## src/rtl/cpu_pkg.sv

```systemverilog
// Shared definitions for the MIPS front end: fetch FSM encoding, reset constants
// and the word-alignment helper used for redirect targets.
package cpu_pkg;

  typedef enum logic [1:0] {
    S_BOOT  = 2'd0,
    S_FETCH = 2'd1,
    S_DROP  = 2'd2
  } fetch_state_t;

  localparam logic [31:0] RESET_PC_DEFAULT = 32'h0000_0000;
  localparam logic [31:0] INSTR_NOP        = 32'h0000_0000;

  function automatic logic [31:0] word_align(input logic [31:0] addr);
    return {addr[31:2], 2'b00};
  endfunction

endpackage

```

## src/rtl/Add4.sv

```systemverilog
// Constant +4 adder shared by the PC path; wraps modulo 2^32.
module Add4 (
  input  logic [31:0] a,
  output logic [31:0] y
);

  assign y = a + 32'd4;

endmodule

```

## src/rtl/pc_fetch_unit.sv

```systemverilog
// Holds the architectural PC, issues fetches over a req/ready handshake and
// presents one instruction at a time to decode with stall and redirect support.
module pc_fetch_unit
  import cpu_pkg::*;
#(
  parameter logic [31:0] RESET_PC = RESET_PC_DEFAULT
) (
  input  logic        clk,
  input  logic        reset,
  input  logic        branchTaken,
  input  logic [31:0] branchTarget,
  input  logic        jump,
  input  logic [31:0] jumpTarget,
  input  logic        stall,
  output logic        imemReq,
  output logic [31:0] imemAddr,
  input  logic        imemReady,
  input  logic [31:0] imemData,
  output logic        instrValid,
  output logic [31:0] instr,
  output logic [31:0] instrPC,
  output logic [31:0] pcPlus4
);

  fetch_state_t state_r, state_s;
  logic [31:0]  pc_r, pc_s;
  logic [31:0]  drop_addr_r, drop_addr_s;
  logic [31:0]  instr_r, instr_s;
  logic [31:0]  instr_pc_r, instr_pc_s;
  logic         instr_valid_r, instr_valid_s;
  logic         pending_r, pending_s;

  logic [31:0]  pc_plus4_s;
  logic         consume_s;
  logic         slot_free_s;
  logic         redirect_s;
  logic [31:0]  target_s;
  logic         imem_req_s;
  logic         transfer_s;

  Add4 u_add4 (
    .a (pc_r),
    .y (pc_plus4_s)
  );

  assign consume_s   = instr_valid_r && !stall;
  assign slot_free_s = !instr_valid_r || consume_s;
  assign redirect_s  = jump || branchTaken;
  assign target_s    = word_align(jump ? jumpTarget : branchTarget);
  assign transfer_s  = imem_req_s && imemReady;

  // Request generation: a request left unanswered stays asserted regardless of stall.
  always_comb begin
    imem_req_s = 1'b0;
    case (state_r)
      S_BOOT:  imem_req_s = 1'b0;
      S_FETCH: imem_req_s = slot_free_s || pending_r;
      S_DROP:  imem_req_s = 1'b1;
      default: imem_req_s = 1'b0;
    endcase
  end

  // Next-state, PC and instruction-slot update.
  always_comb begin
    state_s       = state_r;
    pc_s          = pc_r;
    drop_addr_s   = drop_addr_r;
    instr_s       = instr_r;
    instr_pc_s    = instr_pc_r;
    instr_valid_s = instr_valid_r;
    pending_s     = 1'b0;
    case (state_r)
      S_BOOT: begin
        state_s = S_FETCH;
        if (redirect_s) begin
          pc_s = target_s;
        end else begin
          pc_s = pc_r;
        end
      end
      S_FETCH: begin
        if (redirect_s) begin
          pc_s          = target_s;
          instr_valid_s = 1'b0;
          // An unanswered request must be completed at its old address and thrown away.
          if (imem_req_s && !imemReady) begin
            state_s     = S_DROP;
            drop_addr_s = pc_r;
          end else begin
            state_s = S_FETCH;
          end
        end else if (transfer_s) begin
          instr_s       = imemData;
          instr_pc_s    = pc_r;
          instr_valid_s = 1'b1;
          pc_s          = pc_plus4_s;
        end else begin
          pending_s = imem_req_s;
          if (consume_s) begin
            instr_valid_s = 1'b0;
          end else begin
            instr_valid_s = instr_valid_r;
          end
        end
      end
      S_DROP: begin
        if (redirect_s) begin
          pc_s          = target_s;
          instr_valid_s = 1'b0;
        end else if (consume_s) begin
          instr_valid_s = 1'b0;
        end else begin
          instr_valid_s = instr_valid_r;
        end
        if (imemReady) begin
          state_s = S_FETCH;
        end else begin
          state_s = S_DROP;
        end
      end
      default: begin
        state_s       = S_BOOT;
        instr_valid_s = 1'b0;
      end
    endcase
  end

  // State and datapath registers.
  always_ff @(posedge clk or posedge reset) begin
    if (reset) begin
      state_r       <= S_BOOT;
      pc_r          <= RESET_PC;
      drop_addr_r   <= 32'h0000_0000;
      instr_r       <= INSTR_NOP;
      instr_pc_r    <= 32'h0000_0000;
      instr_valid_r <= 1'b0;
      pending_r     <= 1'b0;
    end else begin
      state_r       <= state_s;
      pc_r          <= pc_s;
      drop_addr_r   <= drop_addr_s;
      instr_r       <= instr_s;
      instr_pc_r    <= instr_pc_s;
      instr_valid_r <= instr_valid_s;
      pending_r     <= pending_s;
    end
  end

  assign imemReq    = imem_req_s;
  assign imemAddr   = (state_r == S_DROP) ? drop_addr_r : pc_r;
  assign instrValid = instr_valid_r;
  assign instr      = instr_r;
  assign instrPC    = instr_pc_r;
  assign pcPlus4    = pc_plus4_s;

endmodule

```

## config.mk

```make
export PLATFORM = sky130hd
export DESIGN_NAME = pc_fetch_unit
export DESIGN_NICKNAME = d
export VERILOG_FILES = /design/src/rtl/cpu_pkg.sv /design/src/rtl/Add4.sv /design/src/rtl/pc_fetch_unit.sv
export SDC_FILE = /design/constraint.sdc
export NUM_CORES = 1
export LEC_CHECK = 0
export BUFFER_PORTS_ARGS = -buffer_cell sky130_fd_sc_hd__buf_2
export CAP_MARGIN = 15
export CORE_MARGIN = 1.5
export CORE_UTILIZATION = 55
export CTS_BUF_LIST = sky130_fd_sc_hd__clkbuf_16
export DETAILED_ROUTE_END_ITERATION = 12
export GPL_TIMING_DRIVEN = 0
export PLACE_DENSITY = 0.95
export REMOVE_ABC_BUFFERS = 1
export SLEW_MARGIN = 20
export SYNTH_ARGS = -nofsm -noshare
export SYNTH_HDL_FRONTEND = slang
export SYNTH_SLANG_ARGS = --single-unit
```

## constraint.sdc

```tcl
create_clock -name clk -period 11 [get_ports clk]
set_input_delay 1.1 -clock clk [delete_from_list [all_inputs] [get_ports clk]]
set_output_delay 1.1 -clock clk [all_outputs]
set_load 0.02 [all_outputs]
```

After elaboration in Yosys (flattened, before gate mapping)
Index checks and enable logic that the tools add are counted.
{ "totals": {"register_bits": 132, "input_bits": 102, "out_inout_bits": 130, "word_cells": 48} }
{ "classes": {"add_sub_neg": 1, "n_eq_ne": 5, "n_mux": 19, "n_bitwise": 1, "reduce_logical": 15} }
{ "op_table": {"columns": ["operator", "n"], "rows": [
  ["2-to-1 mux 32 bit", 5],
  ["case mux 32 bit (2 select lines)", 1],
  ["adder 32 x 3 -> 32 bit, second input constant", 1],
  ["AND reduction 3 bit", 3],
  ["2-to-1 mux 1 bit", 7],
  ["2-to-1 mux 2 bit", 3],
  ["case mux 2 bit (3 select lines)", 1],
  ["logical AND 1 bit", 3],
  ["zero test 1 bit", 3],
  ["logical OR 1 bit", 3],
  ["!= test 3 bit, second input constant", 1],
  ["case mux 1 bit (3 select lines)", 1],
  ["== test 2 x 1 -> 1 bit, second input constant", 1],
  ["== test 2 bit, second input constant", 1],
  ["zero test 2 bit", 1],
  ["!= test 2 x 1 -> 1 bit, second input constant", 1],
  ["!= test 2 bit, second input constant", 1],
  ["case mux 1 bit (2 select lines)", 1],
  ["nonzero test 2 bit", 1],
  ["OR reduction 2 bit", 1],
  ["NOT 1 bit", 1]
]} }

Depth between registers and ports, before layout
{ "logic_depth": {"depth_word": 9, "ltp_mapped": 9, "mapped_depth_nobuf": 7} }

Cells and area by module
A second synthesis with hierarchy kept.
{ "unflattened": {"cells_unflattened": 598, "area_unflattened_um2": 6945.4} }
{ "by_module_without_submodules": {"columns": ["module", "n_inst", "cells_per_inst", "area_each_um2", "seq_area_each_um2"], "rows": [
  ["pc_fetch_unit", 1, 515, 6364.9, 3303.2],
  ["Add4", 1, 83, 580.6, 0.0]
]} }

Worst setup path after synthesis
OpenSTA, ideal clock, no wires.
{ "synth_timing": {"path_kind": "register to output", "start": "register pc_r[2]", "end": "output port pcPlus4[24]", "arrival_ns": 1.981, "required_ns": 9.900, "setup_slack_ns": 7.919, "path_stages_with_launch": 7, "path_buffers": 0, "path_cell_list": "dfrtp_1 -> ha_1 -> nand3_2 -> nor4_4 -> nor2b_1 -> nand3_1 -> xnor2_1"} }
{ "synth_via": {"elab_chain_cells": 1} }
{ "synth_lines": {"columns": ["item", "line", "text"], "rows": [
  ["from (decl)", "pc_fetch_unit.sv:26", "logic [31:0] pc_r, pc_s;"],
  ["from (signal assigned)", "pc_fetch_unit.sv:140", "pc_r <= pc_s;"],
  ["adder 32 x 3 -> 32 bit", "Add4.sv:7", "assign y = a + 32'd4;"],
  ["to (decl)", "pc_fetch_unit.sv:22", "output logic [31:0] pcPlus4"]
]} }
No other way between the ends.

Final worst setup path
Same ends and word-level chain as after synthesis.

==> results.md <==
* Critical path data required time at 9.90 ns
* Tcrit/Tclk final at a little over a third
* Switching Fraction at a little over two fifths
* Antenna-violating nets left at 0
* Seq/Total Area, Yosys at between 40% and 50%
* Largest net degree at the start of global routing at a little under 80
* Multiplexer share of the synthesized area at between 20% and 30%
* Worst hold slack at roughly 0.5 ns
* Prevailing post-synth register cell: dfrtp_1
* Crit start category: flop
* Pleak at 3.92 nW
* Top cells by area, synth: dfrtp_1 46%, mux2_2 21%, xnor2_1 2.8%, a21oi_1 2.0%, mux2i_1 1.9%
* Total global routing overflow at 0
* Number of synthesized flops with an enable pin at 0
* First-pass GRT wire length at 29300 um
* CTS Root Cell: clkbuf_16
* Post-CTS Setup Inserts at 0
* Slew Limit Headroom at between 20% and 30%
* All-layer global routing usage at between 20% and 30%
* XOR/XNOR share of the synthesized area at under 10%
* DRC viols at 0
* Die width at 115 um
* Max_cap viols at 0
* CTS sink count at roughly 130
* Actual slew at the worst max-slew pin at ~1.1 ns
* Highest clock rate at ~0.25 GHz
* Yosys top cell by area: dfrtp_1
* Top cells by count, synth: 129 x mux2_2, 126 x dfrtp_1, 30 x nand2_1
* Fraction of layout cells with a size suffix above 1 at between 50 and 60%
* Synth Area in Compound Gates at 10.0%
* Post-CTS sizing at 0
* Clk buf depth at 2
* Worst path arrival time at approximately 2.8 ns
* Crit path capture type: output port
* Placed wire-length estimate at between 10000 and 15000 um
* Status: finished, final reports clean
* CTS Buf Count at 17
* Vias at 5553
* Combinational power share at 46.8%
* Routed WL at between 15000 and 20000 um
* Max-slew violation count at 0
* # H-tree levels at 4
* Placeable Area at between 10000 and 15000 um^2
* Clk slew on worst S/H paths at 0.06 ns
* Initial antenna violation count at 1
* DR iter-0 viols at about 370
* Worst VDD drop at 227 uV
* Effective utilization at floorplan at 56.9%
* CTS tree: built
* Cell Area, Synth at between 6000 and 7000 um^2
* Net Sw Power at roughly 1.2 mW
* Post-synth top area share at a little under half
* Cell-internal power at between 1.5 and 2 mW
* Gp weighted congestion at roughly 0.77
* Seq cells post-synth at about 130
* Die area at between 10000 and 15000 um^2
* Synth Area in Simple Gates at around a tenth
* Area added between synthesis and finish at 24.1%
* RSZ-0062 raised after global routing: no
* Worst min path class: flop to flop
* Clk pwr share at 19.4%
* First-pass iteration count of the detailed router at 5
* Combinational family with the most area after synthesis: multiplexers
* I/O pin count at roughly 230
* Flop pwr share at between 30% and 40%
* Synthesized instance count at 590
* Row cnt at 40
* Final setup viols at 0
* Most common cell in the synthesized netlist: mux2_2
* Drt via density at 5.73
* Fillers at 843
* Asr flop ratio synth at between 90% and 100%
* Crit Path Max Fanout at 8
* WL/cell at approximately 19 um
* Tot Pwr at about 2.7 mW
* Clk_skew at around 0.01 ns
* Final hold viol count at 0
* Synth cell types at 59
* Syn_area_per_cell at 11.7 um^2
* Vias in the first global route at 5715
* Worst setup path class: flop to output port
* CTS hold repair buffers at 0
* Sum of negative setup slack at 0 ns
* Final #Nets at approximately 900
* Port Buffer Count at 221
* Post-Synth Adder-Cell Area at approximately 1.1%
* Die Ht at between 100 and 150 um
* Power Dens Cells at around 320 nW/um^2
* Worst-Skew Late Latency at between 0.4 and 0.5 ns
* Synthesis warning total at 0
* Fin crit period at 3.93 ns
==> path summary, 6_finish.rpt <==
path,from,endpoint,slack [ns],depth (start not counted)
min in group asynchronous,reset,instr[26],0.81,2
min,instr[7],instr[7],0.50,1
max,pc_r[2],pcPlus4[24],7.07,7
max in group asynchronous,reset,instrPC[19],9.47,3
min reg2reg,instr[7],instr[7],0.50,1
max reg2reg,state_r[0],drop_addr_r[10],7.99,8
==> kinds of logic (layout without fill, tap and decap cells) <==
logic type      Yosys count  after routing
fa+ha+maj                 6              6
buf+inv                  66            271
mux                     142            142
xor+xnor                 28             28
other cells               1              7
compound gates          105            105
simple gates            116            116
flops                   126            126
==> through the flow <==
step / setup WS (ns) / instances / utilization, % / area, um^2
after CTS: 7.06 / 968 / 70.6 / 8560
after global placement: 4.67 / 926 / 64.6 / 7830
after global routing: 6.91 / 969 / 70.7 / 8560
after floorplan: 6.54 / 537 / - / 6510
final: 7.07 / 969 / 70.7 / 8560
after detailed placement: 7.20 / 937 / 66.1 / 8000
==> placed cells by master, fill, tap and decap left out, drive strengths merged, types with 4 or more instances in the layout <==
cell type | Yosys | routed
nand2 | 30 | 30
o21ai | 20 | 20
conb | 1 | 6
a2bb2oi | 11 | 11
dfrtp | 126 | 126
nor2b | 8 | 8
nand3 | 14 | 14
a211oi | 6 | 6
nor3 | 7 | 7
xor2 | 6 | 6
and3 | 6 | 6
nand4 | 13 | 13
mux2 | 129 | 129
ha | 6 | 6
nor4 | 6 | 6
o22ai | 10 | 10
nor2 | 19 | 19
xnor2 | 22 | 22
a31oi | 6 | 6
and2 | 4 | 4
clkbuf | 13 | 17
clkinv | 0 | 7
a21oi | 28 | 28
o22a | 8 | 8
inv | 8 | 11
mux2i | 13 | 13
buf | 43 | 232
==> per-layer routing <==
metal	track usage [%]	wire length, um	up-vias
met3	7.54	1300	30
met1	34.0	7300	2735
li1	-	-	2539
met5	0	0	-
met4	11.9	396	0
met2	50.0	9550	249
==> power by group through the flow <==
stage / Sequential, mW / Clock [mW] / Combinational (mW)
global route: 0.953 / 0.555 / 1.36
detailed placement: 0.914 / 0 / 1.27
finish: 0.919 / 0.529 / 1.27
CTS: 0.913 / 0.535 / 1.28
floorplan: 1.00 / 0 / 0.722
global placement: 0.891 / 0 / 1.21
==> critical path, cell delays in order (launching register included) <==
cell and delay (ns):
dfrtp_1 0.50, ha_1 0.32, nand3_2 0.25, nor4_4 0.53, nor2b_1 0.25, nand3_1 0.16, xnor2_1 0.21, buf_2 0.19
==> state kept, by name, summed over array words and instances (netlist names) <==
name         count
instrPC         30
instr           32
instrValid       1
pending_r        1
pc_r            30
state_r          2
drop_addr_r     30
==> final cells by class <==
type,count,area (um^2),share of cell area [%]
Clock buffer,17,425,4.97
Antenna cell,1,2.50,0.0292
Timing Repair Buffer,232,1260,14.7
Inverter,8,35.0,0.409
Tap cell,168,210,2.46
Sequential cell,126,3150,36.8
Clock inverter,14,129,1.51
Multi-Input combinational cell,403,3350,39.1
Power figures use the tool's default switching activity.
